File: config.mk
export PLATFORM = sky130hd
export DESIGN_NAME = fir_accum_round
export DESIGN_NICKNAME = d
export VERILOG_FILES = /design/src/rtl/fir_pkg.sv /design/src/rtl/fir_round_sat.sv /design/src/rtl/fir_accum_round.sv
export SDC_FILE = /design/constraint.sdc
export NUM_CORES = 1
export LEC_CHECK = 0
export BUFFER_PORTS_ARGS = -buffer_cell sky130_fd_sc_hd__buf_2
export CORE_UTILIZATION = 60
export DETAILED_ROUTE_END_ITERATION = 7
export PLACE_DENSITY = 0.81
export SKIP_CTS_REPAIR_TIMING = 1
export SKIP_LAST_GASP = 1
export SLEW_MARGIN = 10
export SYNTH_ARGS = -nofsm -noshare
export SYNTH_HDL_FRONTEND = slang
export SYNTH_SLANG_ARGS = --single-unit
export TNS_END_PERCENT = 100
File: constraint.sdc
create_clock -name clk -period 4.8 [get_ports clk]
set_input_delay 0.96 -clock clk [delete_from_list [all_inputs] [get_ports clk]]
set_output_delay 0.96 -clock clk [all_outputs]
set_load 0.02 [all_outputs]
File: src/rtl/fir_pkg.sv
// fir_pkg: shared constants and types for the FIR datapath blocks.
//   FIR_PROD_W / FIR_COEF_W / FIR_SAMP_W : default datapath widths
//   fsm_t                                : accumulator frame state
//   ROUND_CONVERGENT                     : rounding mode, selected at build time
// Build option: define FIR_ACCUM_CONVERGENT_EN for round-half-to-even;
// the default build rounds half up.
package fir_pkg;

  localparam int FIR_PROD_W = 48;
  localparam int FIR_COEF_W = 25;
  localparam int FIR_SAMP_W = 18;

  typedef enum logic {
    IDLE  = 1'b0,  // no frame open
    ACCUM = 1'b1   // frame open, taps being summed
  } fsm_t;

`ifdef FIR_ACCUM_CONVERGENT_EN
  localparam bit ROUND_CONVERGENT = 1'b1;
`else
  localparam bit ROUND_CONVERGENT = 1'b0;
`endif

endpackage

File: src/rtl/fir_round_sat.sv
// fir_round_sat: combinational round, arithmetic shift and saturate.
//   sum : signed IN_W-bit accumulator result
//   y   : signed OUT_W-bit rounded/clamped sample
//   sat : result was clamped to an output limit
// Rounding mode comes from fir_pkg::ROUND_CONVERGENT (build option
// FIR_ACCUM_CONVERGENT_EN). Requires IN_W-OUT_SHIFT+1 >= OUT_W.
module fir_round_sat
  import fir_pkg::*;
#(
  parameter int IN_W      = 48,
  parameter int OUT_W     = 24,
  parameter int OUT_SHIFT = 23
) (
  input  logic signed [IN_W-1:0]  sum,
  output logic signed [OUT_W-1:0] y,
  output logic                    sat
);

  // One extra bit over the shifted width so the +1 from rounding can't wrap.
  localparam int QW = IN_W - OUT_SHIFT + 1;
  localparam logic [OUT_SHIFT-1:0] HALF = OUT_SHIFT'(1) << (OUT_SHIFT - 1);
  localparam logic signed [QW-1:0] MAXV = {{(QW-OUT_W+1){1'b0}}, {(OUT_W-1){1'b1}}};
  localparam logic signed [QW-1:0] MINV = {{(QW-OUT_W+1){1'b1}}, {(OUT_W-1){1'b0}}};

  logic signed [QW-1:0]  q;     // floor(sum / 2^OUT_SHIFT)
  logic signed [QW-1:0]  r;     // rounded quotient
  logic [OUT_SHIFT-1:0]  frac;  // bits shifted out
  logic                  inc;

  assign q    = QW'(sum >>> OUT_SHIFT);
  assign frac = sum[OUT_SHIFT-1:0];

  // floor + (frac >= half) is the same as (sum + half) >>> OUT_SHIFT.
  // Convergent mode only differs at an exact tie, where it rounds toward
  // the even quotient.
  generate
    if (ROUND_CONVERGENT) begin : g_conv
      assign inc = frac[OUT_SHIFT-1] & (((frac & ~HALF) != '0) | q[0]);
    end else begin : g_half_up
      assign inc = frac[OUT_SHIFT-1];
    end
  endgenerate

  assign r = q + {{(QW-1){1'b0}}, inc};

  always_comb begin
    y   = r[OUT_W-1:0];
    sat = 1'b0;
    if (r > MAXV) begin
      y   = MAXV[OUT_W-1:0];
      sat = 1'b1;
    end else if (r < MINV) begin
      y   = MINV[OUT_W-1:0];
      sat = 1'b1;
    end
  end

endmodule

File: src/rtl/fir_accum_round.sv
// fir_accum_round: sums NUM_TAPS signed products per frame, then rounds,
// shifts and saturates to OUT_W and presents the sample on valid/ready.
//   clk, reset      : clock, synchronous active-high reset
//   prod_valid/first/data : product stream (no backpressure)
//   out_valid/ready/data  : one-deep output register
//   sat_flag, overrun_flag, frame_err : sticky status, cleared by status_clr
// Build option FIR_ACCUM_CONVERGENT_EN selects round-half-to-even
// (see fir_pkg); latency is the same either way.
// Latency: last product sampled at cycle t -> out_valid at cycle t+2.
module fir_accum_round
  import fir_pkg::*;
#(
  parameter int NUM_TAPS  = 32,
  parameter int PROD_W    = FIR_PROD_W,
  parameter int ACC_W     = 48,
  parameter int OUT_W     = 24,
  parameter int OUT_SHIFT = 23
) (
  input  logic                    clk,
  input  logic                    reset,
  input  logic                    prod_valid,
  input  logic                    prod_first,
  input  logic signed [PROD_W-1:0] prod_data,
  output logic                    out_valid,
  input  logic                    out_ready,
  output logic signed [OUT_W-1:0] out_data,
  output logic                    sat_flag,
  output logic                    overrun_flag,
  output logic                    frame_err,
  input  logic                    status_clr
);

  localparam int CNT_W = (NUM_TAPS > 1) ? $clog2(NUM_TAPS) : 1;
  localparam logic [CNT_W-1:0] LAST_TAP = CNT_W'(NUM_TAPS - 1);

  fsm_t                    state;
  logic [CNT_W-1:0]        tap_cnt;
  logic signed [ACC_W-1:0] acc;
  logic signed [ACC_W-1:0] prod_ext;

  // Round stage: completed frame sum, valid for one cycle.
  logic signed [ACC_W-1:0] sum_q;
  logic                    sum_vld;

  logic signed [OUT_W-1:0] rs_y;
  logic                    rs_sat;

  // Event strobes feeding the sticky flags.
  logic fe_set;
  logic ov_set;
  logic sat_set;

  assign prod_ext = ACC_W'(prod_data);

  // Accumulator / framing FSM.
  always_ff @(posedge clk) begin
    if (reset) begin
      state   <= IDLE;
      tap_cnt <= '0;
      acc     <= '0;
      sum_q   <= '0;
      sum_vld <= 1'b0;
    end else begin
      sum_vld <= 1'b0;
      case (state)
        IDLE: begin
          if (prod_valid && prod_first) begin
            acc     <= prod_ext;
            tap_cnt <= CNT_W'(1);
            state   <= ACCUM;
          end
        end
        ACCUM: begin
          if (prod_valid) begin
            if (prod_first) begin
              // Early restart: the new product opens a fresh frame.
              acc     <= prod_ext;
              tap_cnt <= CNT_W'(1);
            end else if (tap_cnt == LAST_TAP) begin
              sum_q   <= acc + prod_ext;
              sum_vld <= 1'b1;
              acc     <= '0;
              tap_cnt <= '0;
              state   <= IDLE;
            end else begin
              acc     <= acc + prod_ext;
              tap_cnt <= tap_cnt + CNT_W'(1);
            end
          end
        end
        default: state <= IDLE;
      endcase
    end
  end

  // Framing violations: orphan product in IDLE, or a first mid-frame.
  assign fe_set = prod_valid &&
                  (((state == IDLE) && !prod_first) || ((state == ACCUM) && prod_first));

  fir_round_sat #(
    .IN_W      (ACC_W),
    .OUT_W     (OUT_W),
    .OUT_SHIFT (OUT_SHIFT)
  ) u_round_sat (
    .sum (sum_q),
    .y   (rs_y),
    .sat (rs_sat)
  );

  // A new result can be taken when the register is empty or is being
  // drained this cycle; otherwise it is dropped and the held one kept.
  assign ov_set  = sum_vld && out_valid && !out_ready;
  assign sat_set = sum_vld && rs_sat;

  always_ff @(posedge clk) begin
    if (reset) begin
      out_valid <= 1'b0;
      out_data  <= '0;
    end else if (sum_vld && !ov_set) begin
      out_valid <= 1'b1;
      out_data  <= rs_y;
    end else if (out_ready) begin
      out_valid <= 1'b0;
    end
  end

  // Sticky flags: a set in the same cycle as status_clr wins.
  always_ff @(posedge clk) begin
    if (reset) begin
      sat_flag     <= 1'b0;
      overrun_flag <= 1'b0;
      frame_err    <= 1'b0;
    end else begin
      sat_flag     <= sat_set | (sat_flag     & ~status_clr);
      overrun_flag <= ov_set  | (overrun_flag & ~status_clr);
      frame_err    <= fe_set  | (frame_err    & ~status_clr);
    end
  end

endmodule

==> impl_results.md, run 1 <==
* CTS root buf: clkbuf_16
* Syn Nets at ~1,100
* Port buffer count at 81
* Post-synth EDFFs at 0
* Fin nets at 1,109
* Worst hold path class: reg2reg
* Sequential share of power at a little over two fifths
* CTS clk-pin slew, worst paths at around 0.08 ns
* Inserted Diodes at 0
* Worst-Margin Slew at around 1.1 ns
* Vias in the first global route at between 6,000 and 7,000
* Crit Path Class: in2reg
* Total of max-cap violations at 0
* Register bit total from synthesis at approximately 110
* Mean post-synth cell area at ~7.9 µm²
* YS warnings at 0
* Fin area at around 8300 µm²
* Simple-Gate Fraction of Synth Area at between 20% and 30%
* Initial drt markers at a little over 500
* Endpoints failing hold at 0
* Outcome: finished, final reports clean
* Mapped Area at 7590 µm²
* Routed WL at 19.3 mm
* Antenna Nets Post-Route at 0
* Flop2flop setup slack at ~1.6 ns
* Final GP Congestion at 0.939
* First-pass GRT wire length at approximately 33 mm
* Xor and xnor area share after synthesis at 7.73%
* P&R area growth vs syn at 9.92%
* Setup violators final at 0
* Total Routing Usage GR at between 30% and 40%
* Mux cell area share after synthesis at less than 1%
* CP endpoint kind: register
* Residual DRC at 0
* Place WS at 0.822 ns
* Final setup margin at approximately 1.1 ns
* CTS tree: yes
* WL/cell at roughly 16 µm
* Num CTS Buffers at 9
* Post-synthesis compound-gate area fraction at between 20% and 30%
* Min cycle time layout at ~3.7 ns
* TNS Setup at 0 ns
* CTS HTree Levels at 3
* Worst Setup SP: prod_data[0]
* Chip width at ~110 µm
* Clock Skews at between 0.009 and 0.01 ns
* Via density at 6.20
* Main flop type after synthesis: dfxtp_1
* Bufs on Longest Clock Path at 2
* Area post-placement at between 8000 and 9000 µm²
* Die H at 114 µm
* Share of layout cells above drive strength 1 at between 10% and 20%
* Commonest non-fill, non-tap cell in the layout: dfxtp_1
* Crit-path max FO at 5
* Floorplan core area at ~12,000 µm²
* Sw power at between 0.0007 and 0.0008 W
* RR Endpoint: acc[40]$_SDFFE_PP0P_
* Combinational family with the most area after synthesis: compound AO/OA/AOI/OAI gates
* Max Slew Vio Count at 0
* Clock Sinks at between 100 and 150
* Sw frac at approximately 34%
* Via count at just over 7,000
* Largest net degree at the start of global routing at just under 60
* Worst setup SP type: input pin
* Leakage power at between 3 and 4 nW
* Row count at 40
* Ys async rst share at 0%
* Final period utilization at between 70 and 80%
* WP data arrival at just under 4 ns
* Initial antenna violation count at 0
* Worst slew margin at between 20% and 30%
* Remaining global-route overflow at 0
* Logic pwr share at 26.7%
* Sequential cell area at 2180 µm²
* Most frequent cells in the layout: 109 x dfxtp_1, 101 x nor2_1, 101 x nand2_1
* Reg2reg start: acc[0]$_SDFFE_PP0P_
* DP HPWL at 14.4 mm
* Worst-Skew Late Latency at roughly 0.36 ns
* VDD IR max at around 0.37 mV
* Syn Inst Count at around 960
* Fillers at between 1,000 and 1,500
* R2R cell count at 11
* RSZ-0062 raised after global routing: no
* Clk pwr share at 31.7%
* TritonRoute pass-1 iters at 5
* Netlist cell types at roughly 70
* Req. time, crit path at just over 5 ns
* Number of top-level pins at 82
* Fmax at between 0.2 and 0.3 GHz
* Die area at 13,100 µm²
* PD cells at about 280 nW/µm²
* Adder-Cell Fraction of Synth Area at a little under a tenth
* Initial Util at a little over three fifths
* Int Pwr at between 0.0015 and 0.002 W
* Worst setup endpoint: acc[40]$_SDFFE_PP0P_
* Multi-input gate area at around 5100 µm²
* Seq/Total Area, Yosys at 28.8%
through the flow:
stage | power, W | util (%) | hold slack (ns) | std cells
after floorplan | 0.00143 | - | 0.436 | 963
after global placement | 0.00158 | 66.2 | 0.441 | 1158
after detailed placement | 0.00158 | 66.2 | 0.446 | 1158
after CTS | 0.00230 | 68.6 | 0.456 | 1173
after global routing | 0.00243 | 68.6 | 0.466 | 1173
final | 0.00231 | 68.6 | 0.452 | 1173
kinds of logic after synthesis:
group	count (synthesis)
buffers and inverters	83
AO/OA/AOI/OAI	302
AND/OR/NAND/NOR	344
flip-flops	109
adder cells (fa/ha/maj)	54
multiplexers	4
XOR/XNOR	67
synthesized netlist by cell type, drive strengths merged (6+ instances only):
master  count  area, µm²
nand2     101        379
and3        7       43.8
nand2b      8       50.1
nand4      18        113
nor2b      10       62.6
or4         6       48.8
and2        9       56.3
xnor2      40        350
a211oi     12       95.1
a311oi     16        140
o21bai     12       90.1
nand3      19       95.1
nor3       46        230
o211ai     10       80.1
a221oi     36        315
a32oi       9       86.3
a21o       14        105
o21ai      51        259
buf         8       35.0
nor2      102        383
a31oi      11       68.8
a21oi      72        368
inv        20       75.1
a22o       20        175
ha         53        663
dfxtp     109       2180
clkbuf     55        206
o21a        8       60.1
xor2       27        236
worst min path at each step:
| stage | start | end | slack [ns] | cells after the start |
|---|---|---|---|---|
| finish | out_data[1]$_SDFFE_PP0P_ | out_data[1]$_SDFFE_PP0P_ | 0.45 | 2 |
| floorplan | acc[21]$_SDFFE_PP0P_ | acc[21]$_SDFFE_PP0P_ | 0.44 | 2 |
| global placement | out_data[1]$_SDFFE_PP0P_ | out_data[1]$_SDFFE_PP0P_ | 0.44 | 2 |
| detailed placement | out_data[1]$_SDFFE_PP0P_ | out_data[1]$_SDFFE_PP0P_ | 0.45 | 2 |
| global route | out_data[9]$_SDFFE_PP0P_ | out_data[9]$_SDFFE_PP0P_ | 0.47 | 2 |
| CTS | out_data[1]$_SDFFE_PP0P_ | out_data[1]$_SDFFE_PP0P_ | 0.46 | 2 |
power by group through the flow:
stage          combinational (W)  sequential [W]  clock [W]
6_report                0.000618        0.000961   0.000732
3_5_place_dp            0.000603        0.000981          0
5_1_grt                 0.000684        0.000965   0.000778
4_1_cts                 0.000607        0.000960   0.000737
2_1_floorplan           0.000459        0.000975          0
3_3_place_gp            0.000596        0.000980          0
final cells by class:
cell class                 count  area share (%)
multi-input combinational    771            61.3
timing repair buffer          90            5.67
clock buffer                   9            2.70
clock inverter                 6           0.735
inverter                      20           0.900
sequential                   109            26.2
tap                          168            2.52
sequential cells by signal, summed over array words and instances, names as in the netlist:
| signal | cells |
|---|---|
| frame_err | 1 |
| out_data | 24 |
| tap_cnt | 5 |
| state | 1 |
| acc | 48 |
| out_valid | 1 |
| sum_vld | 1 |
| sum_q | 26 |
| overrun_flag | 1 |
| sat_flag | 1 |
critical path: stages:
cell       delay, ns
buf_2           0.11
ha_1            0.23
fa_1            0.42
a21oi_1         0.30
o221ai_4        0.19
o2111ai_4       0.31
a211oi_2        0.13
o21ai_1         0.36
o21ai_2         0.13
a31oi_1         0.32
nand4b_1        0.14
a311oi_1        0.32
layer usage:
layer  GRT usage [%]  share of wire, %  vias up
li1                -                 -     3637
met3            6.46               6.0       37
met4            9.26               2.5        0
met1            40.4                46     3337
met2            51.4                46      258
met5               0                 0        -
Power figures use the tool's default switching activity.
==> run 2, diff against run 1 <==
- CORE_UTILIZATION: 60 -> 54
- PLACE_DENSITY: 0.81 -> 0.77
- clock period: 4.8 -> 3.2 ns (I/O delays scaled with it)
==> run 2 against run 1 <==
Via count rose by 4.6%. Clock power rose by 49%. Clock skew fell by 0.00088 ns. First-iteration DRC count rose by 1.2%. Worst hold slack improved by 0.0040 ns. Die area rose by 11%. Sequential share of layout area fell by 1.9 points. Sequential cell count did not move. Cell count rose by 7.9%. Non-clock buffer count rose by 85.
==> impl_results.md, run 2 (synthesized netlist as in run 1, its figures left out) <==
* Outcome: finished, final reports clean
* PD cells at ~400 nW/µm²
* CTS clk-pin slew, worst paths at ~0.080 ns
* Share of layout cells above drive strength 1 at around a fifth
* Routed WL at approximately 20 mm
* Final GP Congestion at 0.912
* CTS tree: yes
* Die H at 121 µm
* Inserted Diodes at 0
* Commonest non-fill, non-tap cell in the layout: dfxtp_1
* CTS root buf: clkbuf_16
* Req. time, crit path at roughly 3.5 ns
* Fin area at roughly 9000 µm²
* Worst hold path class: reg2reg
* Largest regs: acc: 48 flops, sum_q: 26 flops, out_data: 24 flops
* Num CTS Buffers at 9
* Initial drt markers at 518
* Endpoints failing hold at 0
* Largest net degree at the start of global routing at 42
* Chip width at ~120 µm
* First-pass GRT wire length at between 30 and 40 mm
* Worst-Margin Slew at 0.670 ns
* Clock Sinks at between 100 and 150
* CTS HTree Levels at 3
* Max FFs per register at 48
* Number of top-level pins at just over 80
* Via count at 7,604
* Fin nets at about 1,200
* Clock Skews at between 0.008 and 0.009 ns
* Die area at between 10,000 and 15,000 µm²
* Max Slew Vio Count at 0
* TritonRoute pass-1 iters at 5
* Multi-input gate area at 5130 µm²
* Worst-Skew Late Latency at 0.36 ns
* Total of max-cap violations at 0
* Initial Util at roughly 56%
* Crit Path Class: in2reg
* CP endpoint kind: register
* Row count at 42
* Final period utilization at 95.7%
* VDD IR max at 0.302 mV
* DP HPWL at 15.4 mm
* Min cycle time layout at a little over 3 ns
* Setup violators final at 0
* Area post-placement at between 8000 and 9000 µm²
* Remaining global-route overflow at 0
* Hold slack at approximately 0.46 ns
* Initial antenna violation count at 1
* WL/cell at approximately 16 µm
* Leakage power at 3.83 nW
* WP data arrival at approximately 3.3 ns
* Antenna Nets Post-Route at 0
* Placed cells at 1,250
* Fillers at ~1,200
* Fmax at 0.327 GHz
* Port buffer count at between 80 and 90
* RSZ-0062 raised after global routing: no
* Total Routing Usage GR at between 20 and 30%
* Worst setup SP type: input pin
* Crit-path max FO at 4
* Vias in the first global route at between 7,000 and 8,000
* Residual DRC at 0
* Non-filler cells, final at about 1,300
* P&R area growth vs syn at 18.5%
* Reg with most FFs: acc
* Sequential cell area at about 2200 µm²
* Most frequent cells in the layout: 109 x dfxtp_1, 101 x nor2_1, 101 x nand2_1
* Via density at approximately 6
* Floorplan core area at 13,500 µm²
* Worst slew margin at between 50% and 60%
* Bufs on Longest Clock Path at 2
[run 2: path summary, 6_finish.rpt]
path / endpoint / start / slack (ns) / cells past startpoint
worst max-delay path: acc[40]$_SDFFE_PP0P_ / prod_data[0] / 0.14 / 14
worst min register to register: out_data[1]$_SDFFE_PP0P_ / out_data[1]$_SDFFE_PP0P_ / 0.46 / 2
worst min-delay path: out_data[1]$_SDFFE_PP0P_ / out_data[1]$_SDFFE_PP0P_ / 0.46 / 2
worst max register to register: acc[40]$_SDFFE_PP0P_ / acc[0]$_SDFFE_PP0P_ / 0.18 / 13
[run 2: report_power, final]
group	total [W]	switching [W]	internal (W)
clock network	0.00109	0.000539	0.000554
registers	0.00144	0.0000337	0.00141
logic	0.00110	0.000610	0.000493
[run 2: stage by stage]
step                setup slack [ns]  TNS, ns  utilization, %  power [W]
floorplan                     0.0749        0               -    0.00215
global placement              -0.119   -0.909            64.7    0.00254
detailed placement            -0.221    -2.24            64.7    0.00255
CTS                            0.165        0            66.7    0.00364
global route                  0.0202        0            66.8    0.00382
finish                         0.139        0            66.8    0.00364
[run 2: final cells by class]
cell class                      instances  area share (%)
Clock buffer                           11            2.70
Clock inverter                          4           0.362
Inverter                               20           0.835
Multi-Input combinational cell        771            57.0
Sequential cell                       109            24.3
Tap cell                              176            2.45
Timing Repair Buffer                  175            12.4
[run 2: critical path, cell delays in order]
cell	delay (ns)
buf_2	0.11
ha_1	0.22
fa_1	0.40
a21oi_1	0.15
buf_4	0.14
o221ai_4	0.12
o2111ai_4	0.32
a211oi_2	0.15
o21ai_1	0.15
buf_4	0.14
o21ai_2	0.08
a31oi_1	0.31
nand4b_1	0.13
a311oi_1	0.28
[run 2: routing by layer]
layer / global-route usage (%) / share of wire [%]
met5: 0 / 0.064
met4: 10.8 / 2.9
met3: 5.75 / 5.5
met2: 48.7 / 46
met1: 35.3 / 45
